File: config.mk
export PLATFORM = sky130hd
export DESIGN_NAME = tmds_encoder
export DESIGN_NICKNAME = d
export VERILOG_FILES = /design/src/rtl/tmds_encoder.sv
export SDC_FILE = /design/constraint.sdc
export NUM_CORES = 1
export LEC_CHECK = 0
export ABC_AREA = 1
export ABC_CLOCK_PERIOD_IN_PS = 4070
export BUFFER_PORTS_ARGS = -buffer_cell sky130_fd_sc_hd__buf_2
export CORE_MARGIN = 5
export CORE_UTILIZATION = 53
export DETAILED_ROUTE_END_ITERATION = 8
export GPL_TIMING_DRIVEN = 0
export HOLD_SLACK_MARGIN = 0.06
export PLACE_DENSITY = 0.77
export SYNTH_ARGS = -nofsm -noshare
export SYNTH_HDL_FRONTEND = slang
export SYNTH_SLANG_ARGS = --single-unit
export TNS_END_PERCENT = 1
File: constraint.sdc
create_clock -name clk_pixel_in -period 4.07 [get_ports clk_pixel_in]
set_clock_uncertainty 0.15 [all_clocks]
set_input_delay 0.407 -clock clk_pixel_in [delete_from_list [all_inputs] [get_ports clk_pixel_in]]
set_output_delay 0.407 -clock clk_pixel_in [all_outputs]
set_load 0.02 [all_outputs]
File: src/rtl/tmds_encoder.sv
// TMDS 8b/10b channel encoder: transition-minimising stage followed by a
// DC-balancing stage with running disparity and control-period symbols.
module tmds_encoder (
  input  logic              clk_pixel_in,
  input  logic              rst_in,
  input  logic [7:0]        data_in,
  input  logic [1:0]        control_in,
  input  logic              ve_in,
  output logic [9:0]        tmds_out,
  output logic signed [4:0] disparity_out
);

  localparam int unsigned DATA_W = 8;
  localparam int unsigned QM_W   = DATA_W + 1;
  localparam int unsigned SYM_W  = 10;
  localparam int unsigned CNT_W  = 5;
  localparam int unsigned EXT_W  = CNT_W + 1;
  localparam int unsigned POP_W  = 4;

  localparam logic [SYM_W-1:0] CTRL_00 = 10'b1101010100;
  localparam logic [SYM_W-1:0] CTRL_01 = 10'b0010101011;
  localparam logic [SYM_W-1:0] CTRL_10 = 10'b0101010100;
  localparam logic [SYM_W-1:0] CTRL_11 = 10'b1010101011;

  logic [POP_W-1:0] n1_c;
  logic             use_xnor_c;
  logic [QM_W-1:0]  qm_c;
  logic [QM_W-1:0]  qm_q;
  logic             ve_q;
  logic [1:0]       ctrl_q;

  // Stage 1: choose XOR/XNOR chaining to minimise transitions
  always_comb begin
    n1_c = '0;
    for (int i = 0; i < DATA_W; i++) n1_c = n1_c + POP_W'(data_in[i]);
    use_xnor_c = (n1_c > 4'd4) || ((n1_c == 4'd4) && !data_in[0]);
    qm_c       = '0;
    qm_c[0]    = data_in[0];
    for (int i = 1; i < DATA_W; i++)
      qm_c[i] = use_xnor_c ? ~(qm_c[i-1] ^ data_in[i]) : (qm_c[i-1] ^ data_in[i]);
    qm_c[DATA_W] = ~use_xnor_c;
  end

  always_ff @(posedge clk_pixel_in or posedge rst_in) begin
    if (rst_in) begin
      qm_q   <= '0;
      ve_q   <= 1'b0;
      ctrl_q <= 2'b00;
    end else begin
      qm_q   <= qm_c;
      ve_q   <= ve_in;
      ctrl_q <= control_in;
    end
  end

  logic [POP_W-1:0]        n1q_c;
  logic signed [EXT_W-1:0] diff_c;     // N1q - N0q
  logic signed [EXT_W-1:0] cnt_ext_c;
  logic signed [EXT_W-1:0] cnt_nx_c;
  logic [SYM_W-1:0]        sym_nx_c;

  // Stage 2: DC balance against the running disparity
  always_comb begin
    n1q_c = '0;
    for (int i = 0; i < DATA_W; i++) n1q_c = n1q_c + POP_W'(qm_q[i]);
    diff_c    = $signed(EXT_W'({n1q_c, 1'b0})) - 6'sd8;
    cnt_ext_c = EXT_W'(disparity_out);
    sym_nx_c  = CTRL_00;
    cnt_nx_c  = '0;
    if (!ve_q) begin
      case (ctrl_q)
        2'b00:   sym_nx_c = CTRL_00;
        2'b01:   sym_nx_c = CTRL_01;
        2'b10:   sym_nx_c = CTRL_10;
        default: sym_nx_c = CTRL_11;
      endcase
    end else if ((disparity_out == 5'sd0) || (diff_c == 6'sd0)) begin
      sym_nx_c = {~qm_q[8], qm_q[8], qm_q[8] ? qm_q[7:0] : ~qm_q[7:0]};
      cnt_nx_c = qm_q[8] ? (cnt_ext_c + diff_c) : (cnt_ext_c - diff_c);
    end else if (((disparity_out > 5'sd0) && (diff_c > 6'sd0)) ||
                 ((disparity_out < 5'sd0) && (diff_c < 6'sd0))) begin
      sym_nx_c = {1'b1, qm_q[8], ~qm_q[7:0]};
      cnt_nx_c = cnt_ext_c + (qm_q[8] ? 6'sd2 : 6'sd0) - diff_c;
    end else begin
      sym_nx_c = {1'b0, qm_q[8], qm_q[7:0]};
      cnt_nx_c = cnt_ext_c + diff_c - (qm_q[8] ? 6'sd0 : 6'sd2);
    end
  end

  always_ff @(posedge clk_pixel_in or posedge rst_in) begin
    if (rst_in) begin
      tmds_out      <= CTRL_00;
      disparity_out <= '0;
    end else begin
      tmds_out      <= sym_nx_c;
      disparity_out <= CNT_W'(cnt_nx_c);
    end
  end

endmodule
Word level (Yosys, flattened, before mapping). Index checks and enable logic that the tools add are counted.

Bits in registers: 27. Bits of input ports: 13. Output and inout bits: 15. Logic and storage cells: 78.

$add $sub $neg: 20. Order comparisons: 5. Equal/unequal tests: 3. Multiplexer cells: 18. Bitwise operators: 17. Reductions and logical operators: 10.

Operators by type and width (count): 4-bit by 1-bit adder with 4-bit output (8); 10-bit 2-to-1 mux (3); 10-bit case mux with 3 select lines (1); 5-bit 2-to-1 mux (4); 5-bit subtractor (2); 1-bit NOT (9); 3-bit by 1-bit adder with 4-bit output (2); 8-bit 2-to-1 mux (1); 8-bit NOT (1); 1-bit 2-to-1 mux (7); 1-bit XOR (7); 2-bit by 1-bit adder with 3-bit output (2); 6-bit by 1-bit greater-than comparator with 1-bit output (second input constant) (1); 6-bit logical NOT (1); 6-bit by 1-bit < comparator with 1-bit output (second input constant) (1); 5-bit by 4-bit subtractor with 6-bit output (second input constant) (1); 5-bit by 3-bit adder with 5-bit output (1); 5-bit adder (1); 5-bit by 1-bit greater-than comparator with 1-bit output (second input constant) (1); 5-bit logical NOT (1); 5-bit by 1-bit < comparator with 1-bit output (second input constant) (1); 5-bit by 3-bit subtractor with 5-bit output (1); 1-bit by 1-bit adder with 2-bit output (2); 4-bit by 3-bit == test with 1-bit output (second input constant) (1); 8 further kinds (13).

Longest topological paths before layout.
Word-level depth: 29. Mapped depth: 19. Depth with buffers taken out: 19.

Worst setup path after synthesis. Ideal clock, no wire load.

Path kind: flip-flop to flip-flop. Start: reg qm_q[0]. End: reg disparity_out[4]. Library setup time: 0.123 ns. Arrival: 3.910 ns. Data required time: 3.797 ns. Path slack: -0.113 ns. Stages on the path, launching flop included: 20. Buffers on the path: 0. Period minus slack after synthesis: 4.183 ns. Path through: dfrtp_1 -> fa_1 -> inv_1 -> fa_1 -> fa_1 -> inv_1 -> ha_1 -> fa_1 -> inv_2 -> ha_1 -> inv_1 -> fa_1 -> inv_1 -> nand3_1 -> nand3_1 -> inv_1 -> nand2_1 -> nand3_1 -> o21ai_1 -> a21oi_1.

Longest elaborated chain between the ends: 14. Elaborated cells between the ends (all ways): 23. Classes of those cells: add/sub (12); order compare (2); mux (4); reduce/logical (5).

Ends and longest elaborated chain: start: declaration (RTL line 28) `logic [QM_W-1:0] qm_q;`; start signal: assignment (RTL line 50) `qm_q <= qm_c;`; 1-bit by 1-bit adder with 2-bit output * (RTL line 65) `for (int i = 0; i < DATA_W; i++) n1q_c = n1q_c + POP_W'(qm_q[i]);`; 2-bit by 1-bit adder with 3-bit output * (RTL line 65); 3-bit by 1-bit adder with 4-bit output * (RTL line 65); 4-bit by 1-bit adder with 4-bit output * (4 in series) (RTL line 65); 5-bit by 4-bit subtractor with 6-bit output * (RTL line 66) `diff_c = $signed(EXT_W'({n1q_c, 1'b0})) - 6'sd8;`; parallel branches: the longest is 4 deep, another holds 5-bit adder; 5-bit 2-to-1 mux * (RTL line 77) `end else if ((disparity_out == 5'sd0) || (diff_c == 6'sd0)) begin`; 5-bit 2-to-1 mux * (RTL line 70) `if (!ve_q) begin`; net cnt_nx_c[4] (RTL line 59) `logic signed [EXT_W-1:0] cnt_nx_c;`; end signal: assignment (RTL line 96) `disparity_out <= CNT_W'(cnt_nx_c);`; end: declaration (RTL line 10) `output logic signed [4:0] disparity_out`.

Mark *: on every way through the listed nets, which the timed path passes.

Worst setup path after layout.
Start: reg qm_q[1]. End: reg disparity_out[3].

The elaborated chain is that of the path after synthesis.

==> impl_metrics.sql <==
INSERT INTO impl_metrics (metric_group, metric, value, unit) VALUES
('status', 'status', 'finished, violations left', ''),
('status', 'violations_in_the_final_reports', 'setup timing', ''),
('placed_design', 'placement.io_buffers', '26', ''),
('timing', 'finalWorstSetupSlack', '-0.291', 'ns'),
('worst_setup_path', 'cp_common_cell', 'sky130_fd_sc_hd__fa_1', ''),
('global_routing', 'first_global_vias', '1621', ''),
('timing', 'tightestPinTransition', '0.925', 'ns'),
('hold_path', 'min_path_type', 'input pin to flip-flop', ''),
('cells_and_area', 'design_area', '2620', 'um2'),
('timing', 'fmax', '229', 'MHz'),
('cells_and_area', 'insertedDiodeCount', '0', ''),
('placed_design', 'dpl_cell_area', '2390', 'um2'),
('logic_synthesis', 'syn_area', '2190', 'um2'),
('clock_tree', 'cts_hold_buf', '0', ''),
('global_routing', 'antenna_violations_before_repair', '0', ''),
('global_routing', 'grt_overflow_total', '0', ''),
('drt', 'drtAntennaViolNets', '0', ''),
('worst_setup_path', 'critPathTopFamily', 'adder cells', ''),
('logic_synthesis', 'syn_avg_cell_area', '8.37', 'um2'),
('cells_and_area', 'nNetsFinal', '350', ''),
('timing', 'rsz0062_at_grt', 'true', ''),
('logic_synthesis', 'mappedNetlistNets', '311', ''),
('logic_synthesis', 'seq_area_frac_synth', '0.299', ''),
('clock_tree', 'numCtsBuffers', '3', ''),
('die', 'floorplan.rows', '23', ''),
('logic_synthesis', 'yosys.cell_types.count', '29', ''),
('die', 'core_area', '4000', 'um2'),
('cells_and_area', 'area.growth.synth_to_final', '19.3', '%'),
('global_routing', 'grt_max_degree', '27', ''),
('cells_and_area', 'layout-drive-gt1-share', '0.267', ''),
('worst_setup_path', 'worst-path-buf-inv', '6', ''),
('timing', 'final-hold-violation-count', '0', ''),
('timing', 'max_slew_margin', '0.383', ''),
('logic_synthesis', 'post_synth_inst_count', '262', ''),
('logic_synthesis', 'synth_seq_cells', '26', ''),
('placed_design', 'dp_cells', '338', ''),
('worst_setup_path', 'cp_max_fo', '3', ''),
('timing', 'final_max_slew_viol_count', '0', ''),
('drt', 'dr.pass1.iters', '4', ''),
('placed_design', 'dp_worst_setup_slack', '-0.487', 'ns'),
('worst_setup_path', 'timing.critical_path.required', '4.13', 'ns'),
('worst_setup_path', 'timing.critical_path.depth', '16', ''),
('worst_setup_path', 'worst-endpoint-arrival', '4.42', 'ns'),
('cells_and_area', 'layout.cells.most_common', 'sky130_fd_sc_hd__nand2_1', ''),
('clock_tree', 'cts_buffer_depth', '2', ''),
('worst_setup_path', 'crit_start', 'qm_q[1]$_DFF_PP0_', ''),
('clock_tree', 'ctsHtreeMaxLevel', '1', ''),
('global_routing', 'grt_use_total', '0.163', ''),
('clock_tree', 'ctsRootBufferMaster', 'sky130_fd_sc_hd__clkbuf_8', ''),
('die', 'design.die.area', '5520', 'um2'),
('drt', 'finalWirelength', '4.16', 'mm'),
('logic_synthesis', 'ys.warnings.count', '0', ''),
('drt', 'drt-wirelength-per-cell', '11.9', 'um'),
('worst_setup_path', 'worst_setup_path_end_kind', 'flip-flop', ''),
('worst_setup_path', 'timing.reg2reg.setup_slack', '-0.29', 'ns'),
('placed_design', 'globalplace.congestion', '0.862', ''),
('timing', 'timing.final.crit_share', '1.07', ''),
('worst_setup_path', 'r2r-start', 'qm_q[1]$_DFF_PP0_', ''),
('cells_and_area', 'layout_common_cells', '62 x sky130_fd_sc_hd__nand2_1, 50 x sky130_fd_sc_hd__inv_1, 27 x sky130_fd_sc_hd__buf_2', ''),
('cells_and_area', 'final_cells', '350', ''),
('drt', 'via_count_normalized_by_instance_count', '4.95', ''),
('cells_and_area', 'fillCellCount', '307', ''),
('worst_setup_path', 'setup.worst_path.start_class', 'flip-flop', ''),
('worst_setup_path', 'cp-endpoint', 'disparity_out[3]$_DFF_PP0_', ''),
('clock_tree', 'clk_pin_slew', '0.09', 'ns'),
('timing', 'timing.final.setup_violations', '12', ''),
('placed_design', 'hpwl', '3.22', 'mm'),
('die', 'dieHeight', '74.3', 'um'),
('drt', 'initial_drt_markers', '131', ''),
('clock_tree', 'clk_latency', '0.27', 'ns'),
('worst_setup_path', 'critical_setup_path_kind', 'flip-flop to flip-flop', '');
==> per-layer routing <==
| layer | routed length, um | GRT usage |
|---|---|---|
| met4 | 65 | 0.0593 |
| met3 | 199 | 0.0243 |
| met5 | 0 | 0 |
| met1 | 1780 | 0.203 |
| met2 | 2110 | 0.286 |
==> synthesized netlist by cell type (all sizes together) <==
library cell / count / area share
nand2: 68 / 0.13
inv: 56 / 0.096
nand3: 25 / 0.067
ha: 23 / 0.13
dfrtp: 21 / 0.24
fa: 13 / 0.12
o21ai: 13 / 0.031
xor2: 10 / 0.040
nor2: 7 / 0.012
a21oi: 6 / 0.014
dfstp: 5 / 0.060
xnor2: 4 / 0.016
buf: 3 / 0.011
o211ai: 2 / 0.0068
a211oi: 1 / 0.0057
clkinv: 1 / 0.0040
conb: 1 / 0.0017
nand3b: 1 / 0.0034
o22ai: 1 / 0.0091
or2: 1 / 0.0029
==> cell type report <==
type                    instances  area [um2]  area share
multi-input cells             176        1390       0.532
flip-flops and latches         26         657       0.251
inverters                      57         221      0.0846
repair buffers                 34         190      0.0727
well taps                      50        62.6      0.0239
clock buffers                   3        41.3      0.0158
clock inverters                 1        30.0      0.0115
plain buffers                   3        23.8     0.00908
==> timing repair <==
item / CTS / global route
pin swaps: 7 / 9
endpoints found under the setup margin: 13 / 13
setup buffers: 5 / 3
gates resized for setup: 12 / 11
==> worst min-delay path by stage <==
stage	start	endpoint	slack [ns]	cells after the start
6_report	control_in[0]	ctrl_q[0]$_DFF_PP0_	0.08	1
2_1_floorplan	rst_in	ctrl_q[0]$_DFF_PP0_	0.29	1
3_5_place_dp	ve_in	ve_q$_DFF_PP0_	0.37	1
3_3_place_gp	control_in[0]	ctrl_q[0]$_DFF_PP0_	0.37	1
4_1_cts	control_in[1]	ctrl_q[1]$_DFF_PP0_	0.08	1
5_1_grt	control_in[1]	ctrl_q[1]$_DFF_PP0_	0.07	1
==> metrics by stage <==
stage,setup TNS (ns),hold WS (ns),util
after floorplan,-0.299,0.288,-
after global placement,-3.96,0.365,0.596
after detailed placement,-3.96,0.367,0.596
after CTS,-1.47,0.0795,0.639
after global routing,-3.68,0.0716,0.654
final,-1.37,0.0849,0.654
==> sequential cells by signal, summed over array words and instances (netlist names) <==
signal,flops
ve_q,1
disparity_out,4
qm_q,9
ctrl_q,2
tmds_out,10
==> cell families after synthesis <==
family,share of synthesized area
AOI/OAI and AO/OA,0.0667
xor gates and xnor gates,0.0559
adders and majority gates,0.250
buffers and inverters,0.111
DFF,0.299
other,0.00171
and+or+nand+nor,0.216
Power is not shown: default switching activity piles up to over one toggle a cycle in this logic, so the estimate is an artifact.
